**src/rtl/leaf_stream_packetizer.sv**
```systemverilog
// leaf_stream_packetizer
// Buffers a 32-bit user stream in a small FIFO and wraps each word into a
// BFT packet for a configured destination leaf/port. Packets are released
// only while the credit counter says the receiver has free buffer space.
// Optional feature: define PACKETIZER_STATS_EN to build the sent-packet counter.
module leaf_stream_packetizer #(
  parameter int PACKET_BITS           = 49,
  parameter int PAYLOAD_BITS          = 32,
  parameter int NUM_LEAF_BITS         = 5,
  parameter int NUM_PORT_BITS         = 4,
  parameter int NUM_ADDR_BITS         = 7,
  parameter int FIFO_DEPTH            = 16,
  parameter int FREESPACE_UPDATE_SIZE = 64
) (
  input  logic                     clk,
  input  logic                     reset,
  input  logic [PAYLOAD_BITS-1:0]  din,
  input  logic                     vld,
  output logic                     ack,
  input  logic                     cfg_vld,
  input  logic [NUM_LEAF_BITS-1:0] cfg_leaf,
  input  logic [NUM_PORT_BITS-1:0] cfg_port,
  input  logic                     credit_upd,
  output logic [PACKET_BITS-1:0]   pkt_out,
  output logic                     pkt_vld,
  input  logic                     pkt_ack,
  output logic [31:0]              sent_count
);

  localparam int PTR_BITS    = $clog2(FIFO_DEPTH);
  localparam int CNT_BITS    = PTR_BITS + 1;
  localparam int CREDIT_BITS = NUM_ADDR_BITS + 1;
  localparam int SUM_BITS    = CREDIT_BITS + 1;
  localparam int CREDIT_MAX  = 1 << NUM_ADDR_BITS;

  typedef enum logic [1:0] {UNCFG, IDLE, SEND} state_t;

  state_t                   state_q, state_d;
  logic [PAYLOAD_BITS-1:0]  fifo_mem [FIFO_DEPTH];
  logic [PTR_BITS-1:0]      wr_ptr_q, wr_ptr_d;
  logic [PTR_BITS-1:0]      rd_ptr_q, rd_ptr_d;
  logic [CNT_BITS-1:0]      count_q, count_d;
  logic                     ack_q, ack_d;
  logic [CREDIT_BITS-1:0]   credit_q, credit_d;
  logic [NUM_LEAF_BITS-1:0] leaf_q, leaf_d;
  logic [NUM_PORT_BITS-1:0] port_q, port_d;
  logic [NUM_ADDR_BITS-1:0] addr_q, addr_d;
  logic [PACKET_BITS-1:0]   pkt_q, pkt_d;
  logic                     pkt_vld_q, pkt_vld_d;

  logic                     push;
  logic                     load;
  logic                     credit_ovf;
  logic [NUM_LEAF_BITS-1:0] hdr_leaf;
  logic [NUM_PORT_BITS-1:0] hdr_port;
  logic [NUM_ADDR_BITS-1:0] addr_base;
  logic [SUM_BITS-1:0]      credit_sum;

  assign ack     = ack_q;
  assign pkt_out = pkt_q;
  assign pkt_vld = pkt_vld_q;

  // Next-state logic: FSM, FIFO bookkeeping, packet build, header and credit tracking
  always_comb begin
    state_d    = state_q;
    wr_ptr_d   = wr_ptr_q;
    rd_ptr_d   = rd_ptr_q;
    pkt_d      = pkt_q;
    load       = 1'b0;
    push       = vld && ack_q;
    // A same-cycle cfg_vld already applies to a packet loaded in that cycle
    hdr_leaf   = cfg_vld ? cfg_leaf : leaf_q;
    hdr_port   = cfg_vld ? cfg_port : port_q;
    addr_base  = cfg_vld ? '0 : addr_q;

    case (state_q)
      UNCFG: begin
        if (cfg_vld) state_d = IDLE;
      end
      IDLE: begin
        if ((count_q != '0) && (credit_q != '0)) begin
          load    = 1'b1;
          state_d = SEND;
        end
      end
      SEND: begin
        if (pkt_ack) begin
          if ((count_q != '0) && (credit_q != '0)) load = 1'b1;
          else state_d = IDLE;
        end
      end
      default: state_d = UNCFG;
    endcase

    pkt_vld_d = (state_d == SEND);

    if (load) begin
      pkt_d    = {1'b1, hdr_leaf, hdr_port, addr_base, fifo_mem[rd_ptr_q]};
      rd_ptr_d = rd_ptr_q + 1'b1;
      addr_d   = addr_base + 1'b1;
    end else begin
      addr_d   = addr_base;
    end
    leaf_d = hdr_leaf;
    port_d = hdr_port;

    if (push) wr_ptr_d = wr_ptr_q + 1'b1;
    count_d = count_q + CNT_BITS'(push) - CNT_BITS'(load);
    ack_d   = (count_d != CNT_BITS'(FIFO_DEPTH));

    credit_sum = {1'b0, credit_q} - SUM_BITS'(load)
               + (credit_upd ? SUM_BITS'(FREESPACE_UPDATE_SIZE) : SUM_BITS'(0));
    credit_ovf = (credit_sum > SUM_BITS'(CREDIT_MAX));
    credit_d   = credit_ovf ? CREDIT_BITS'(CREDIT_MAX) : credit_sum[CREDIT_BITS-1:0];
  end

  // State registers; reset drops buffered data and any packet in flight
  always_ff @(posedge clk) begin
    if (reset) begin
      state_q   <= UNCFG;
      wr_ptr_q  <= '0;
      rd_ptr_q  <= '0;
      count_q   <= '0;
      ack_q     <= 1'b0;
      credit_q  <= CREDIT_BITS'(CREDIT_MAX);
      leaf_q    <= '0;
      port_q    <= '0;
      addr_q    <= '0;
      pkt_q     <= '0;
      pkt_vld_q <= 1'b0;
    end else begin
      state_q   <= state_d;
      wr_ptr_q  <= wr_ptr_d;
      rd_ptr_q  <= rd_ptr_d;
      count_q   <= count_d;
      ack_q     <= ack_d;
      credit_q  <= credit_d;
      leaf_q    <= leaf_d;
      port_q    <= port_d;
      addr_q    <= addr_d;
      pkt_q     <= pkt_d;
      pkt_vld_q <= pkt_vld_d;
    end
  end

  // FIFO storage; contents need no reset because the pointers define validity
  always_ff @(posedge clk) begin
    if (!reset && push) fifo_mem[wr_ptr_q] <= din;
  end

  // The receiver must never return more space than its buffer holds
  always_ff @(posedge clk) begin
    if (!reset) begin
      assert (!credit_ovf);
    end
  end

`ifdef PACKETIZER_STATS_EN
  logic [31:0] sent_q, sent_d;

  // Count every packet the arbiter accepts, wrapping naturally at 2^32
  always_comb begin
    sent_d = sent_q;
    if (pkt_vld_q && pkt_ack) sent_d = sent_q + 32'd1;
  end

  // Statistics register
  always_ff @(posedge clk) begin
    if (reset) sent_q <= '0;
    else       sent_q <= sent_d;
  end

  assign sent_count = sent_q;
`else
  assign sent_count = '0;
`endif

endmodule

```
**config.mk**
```make
export PLATFORM = sky130hd
export DESIGN_NAME = leaf_stream_packetizer
export DESIGN_NICKNAME = d
export VERILOG_FILES = /design/src/rtl/leaf_stream_packetizer.sv
export SDC_FILE = /design/constraint.sdc
export NUM_CORES = 1
export LEC_CHECK = 0
export BUFFER_PORTS_ARGS = -buffer_cell sky130_fd_sc_hd__buf_2
export CORE_MARGIN = 5
export CORE_UTILIZATION = 51
export CTS_CLUSTER_SIZE = 28
export DETAILED_ROUTE_END_ITERATION = 8
export PLACE_DENSITY_LB_ADDON = 0.15
export SLEW_MARGIN = 40
export SYNTH_ARGS = -nofsm -noshare
export SYNTH_HDL_FRONTEND = slang
export SYNTH_SLANG_ARGS = --single-unit
```
**constraint.sdc**
```tcl
create_clock -name clk -period 5.2 [get_ports clk]
set_clock_uncertainty 0.1 [all_clocks]
set_input_delay 0.78 -clock clk [delete_from_list [all_inputs] [get_ports clk]]
set_output_delay 0.78 -clock clk [all_outputs]
set_load 0.005 [all_outputs]
```
==> results.yml <==
status:
  status: "complete, no violations"
synthesis:
  syn-instance-count: 1297
  netlist.area_leader.share_pct: 65.68
  yosys_warnings: 0
  synth-edff-count: 512
  ys_ff_latch: 602
  synth.area.top_cells: "edfxtp_1 66%, mux4_2 12%, dfxtp_1 7.7%, a22oi_1 2.1%, nand2_1 1.9%"
  synth_cell_types: 50
  synthXorXnorAreaFrac_pct: 0.6734
  synthSimpleGateAreaFrac_pct: 4.324
  syn_area_um2: 23410
  synth-compound-area-share_pct: 4.164
  seq_area_frac_synth_pct: 73.37
  synth.largest_area_cell: "edfxtp_1"
  synth_top_family_by_area: "multiplexers"
  synthArstFlopShare_pct: 0
  syn_area_per_cell_um2: 18.05
  synth_ff_type: "edfxtp_1"
  synthAdderAreaFrac_pct: 1.614
  synth_mux_area_share_pct: 12.79
worst_setup_path:
  cpMaxStageDelayCell: "fa_1"
  cp-start-kind: "register"
  worstPathCellList: "inv_1 > ha_1 > nor4b_1 > a31o_1 > or2_2 > inv_4 > ha_1 > inv_1 > ha_1 > fa_1 > nand2b_1 > a211oi_1 > o21a_1 > a311oi_2 > nor3b_1"
  required_ns: 5.59
  cp_num_buf_inv: 3
  critPathTopFamily: "adder cells"
  crit_path_start: "count_q[2]"
  crit_type: "reg2reg"
  crit_top_cell: "ha_1"
  cp_max_fo: 43
  max_stage_delay_ns: 0.41
  r2r-start: "count_q[2]"
  cp-end-kind: "register"
  arrival_ns: 4.26
routing:
  routed_wl_mm: 50.84
  num_vias: 11970
  route.detailed.drc: 0
  first_pass_iters: 5
  antenna_left: 0
  post_drt_wl_per_cell_um: 24.51
  viasPerCell: 5.772
  first_iter_violations: 1218
sta:
  min_period_over_period_pct: 74.48
  hold_violations: 0
  worst_slew_pin_slew_ns: 0.8644
  setup_viol: 0
  drv_slew: 0
  rsz0062_at_grt: "false"
  slew_headroom_pct: 42.24
  post-route-min-period_ns: 3.873
  fmax_mhz: 258.2
  setup-tns-final_ns: 0
  final.setup.worst_slack_ns: 1.327
global_route:
  grt_max_degree: 82
  grt_pass1_wl_mm: 77.27
  grt_overflow: 0
  antenna_found_initial: 3
  grt_pass1_vias: 12140
  grt_util_all_layers_pct: 20.37
floorplanning:
  die_h_um: 224.2
  initial_utilization_pct: 51.59
  rows: 78
  die_area_um2: 50290
  core_um2: 45380
  io_pins: 130
  die_w_um: 224.2
final_layout:
  layout-drive-gt1-share_pct: 25.80
  area_growth_syn_to_layout_pct: 14.16
  num-fill-cells: 3372
  finish.net_count: 1498
cts:
  clk_pin_slew_ns: 0.06
  clockBufferDepth: 3
  postCtsHoldBufs: 0
  clk_latency_ns: 0.63
  htreeDepth: 2
  post_cts_buffers: 0
  cts_root_buffer: "clkbuf_16"
  clock-sinks: 602
  cts_resized: 0
  tritoncts: "done"
  numCtsBuffers: 60
run:
  cap_violations: 0
power:
  p_total_w: 0.01115
  swShare_pct: 23.97
  switchingPower_w: 0.002673
  combPwrFrac_pct: 12.7
  intPower_w: 0.008479
  leakagePower_nw: 8.680
  ir_drop_mv: 0.3439
  p_seq_share_pct: 48.9
  powerDensity_nw_per_um2: 417.3
  p_clk_share_pct: 38.4
hold_path:
  min_path_type: "in2reg"
  hp-start: "cfg_leaf[2]"
placement:
  hpwl_mm: 28.38
  place_congestion: 0.7527
  pre_cts_slack_ns: 1.287
  io_buffers: 97
==> through the flow <==
stage          cell area [um2]  utilization [%]  hold WS, ns  instances
2_1_floorplan            23530                -       0.3483       1328
3_3_place_gp             24560            54.12       0.3376       1952
3_5_place_dp             24690            54.40       0.3447       1958
4_1_cts                  26670            58.76       0.2875       2071
5_1_grt                  26720            58.88       0.3062       2073
6_report                 26720            58.89       0.3169       2074
==> power by group through the flow <==
stage	clock, W	sequential [W]	combinational [W]
floorplan	0	0.00552	0.00111
global placement	0	0.00555	0.00139
detailed placement	0	0.00555	0.00142
CTS	0.00439	0.00545	0.00142
global route	0.00460	0.00547	0.00156
finish	0.00429	0.00545	0.00142
==> cell usage in the layout (no fill, tap or decap), types with 6 or more instances in the layout <==
master and count:
clkinv_1 10, clkbuf_16 61, buf_2 96, inv_1 27, conb_1 32, nor2_1 43, nor3_1 13, nor2_4 17
clkinv_2 12, buf_4 26, xor2_1 6, nor2b_1 9, a21oi_1 48, a22oi_1 64, clkbuf_8 6, dfxtp_1 88
mux2i_1 10, edfxtp_1 512, a211oi_1 12, clkbuf_1 13, nand2_1 121, ha_1 27, xnor2_1 12, mux4_2 128
==> state kept, by name (all words and copies together), names as in the netlist <==
signal    cells
count_q       5
fifo_mem    512
leaf_q        5
addr_q        7
wr_ptr_q      4
port_q        4
ack           1
credit_q      8
pkt_out      49
pkt_vld       1
state_q       2
rd_ptr_q      4
==> layout make-up <==
cell class / count / area (um2) / share of cell area [%]
sequential: 602 / 17180 / 64.30
multi-input combinational: 597 / 5781 / 21.63
clock buffer: 80 / 1658 / 6.203
timing repair buffer: 133 / 918.4 / 3.436
tap: 600 / 750.7 / 2.809
clock inverter: 33 / 322.8 / 1.208
inverter: 28 / 107.6 / 0.4026
antenna: 1 / 2.502 / 0.009364
==> worst paths after layout <==
kind              slack, ns  cells after the start     endpoint
setup / recovery       1.33                     15  credit_q[2]
hold / removal         0.32                      3    leaf_q[2]
setup reg to reg       1.33                     15  credit_q[2]
hold reg to reg        0.35                      2  pkt_out[11]
==> metal layers <==
layer / global-route usage (%) / routed length [um] / up-vias
li1: - / - / 5298
met1: 29.81 / 22050 / 6219
met2: 32.82 / 24660 / 379
met3: 3.772 / 3286 / 74
met4: 4.282 / 830 / 2
met5: 0 / 10 / -
==> kinds of logic (layout without fill, tap and decap cells) <==
| group | after synthesis | count (layout) |
|---|---|---|
| buffers and inverters | 129 | 274 |
| xor gates and xnor gates | 18 | 18 |
| and+or+nand+nor | 235 | 235 |
| adders and majority gates | 29 | 29 |
| AOI/OAI and AO/OA | 144 | 144 |
| muxes | 139 | 139 |
| other | 1 | 33 |
| DFF | 602 | 602 |
==> worst reg2reg max path, cell delays in order, from the launching register on <==
cell and delay, ns:
dfxtp_1 0.34, inv_1 0.07, ha_1 0.18, nor4b_1 0.15
a31o_1 0.33, or2_2 0.38, inv_4 0.40, ha_1 0.25
inv_1 0.04, ha_1 0.21, fa_1 0.41, nand2b_1 0.11
a211oi_1 0.09, o21a_1 0.20, a311oi_2 0.39, nor3b_1 0.09
==> cells in the mapped netlist (13+ instances only) <==
master	n
dfxtp_1	90
ha_1	27
clkbuf_1	27
nor3_1	13
nand2_1	121
buf_4	36
mux4_2	128
a22oi_1	64
edfxtp_1	512
inv_1	27
nor2_1	60
buf_2	25
a21oi_1	48
Note: power is estimated with default switching activity, not from simulation.
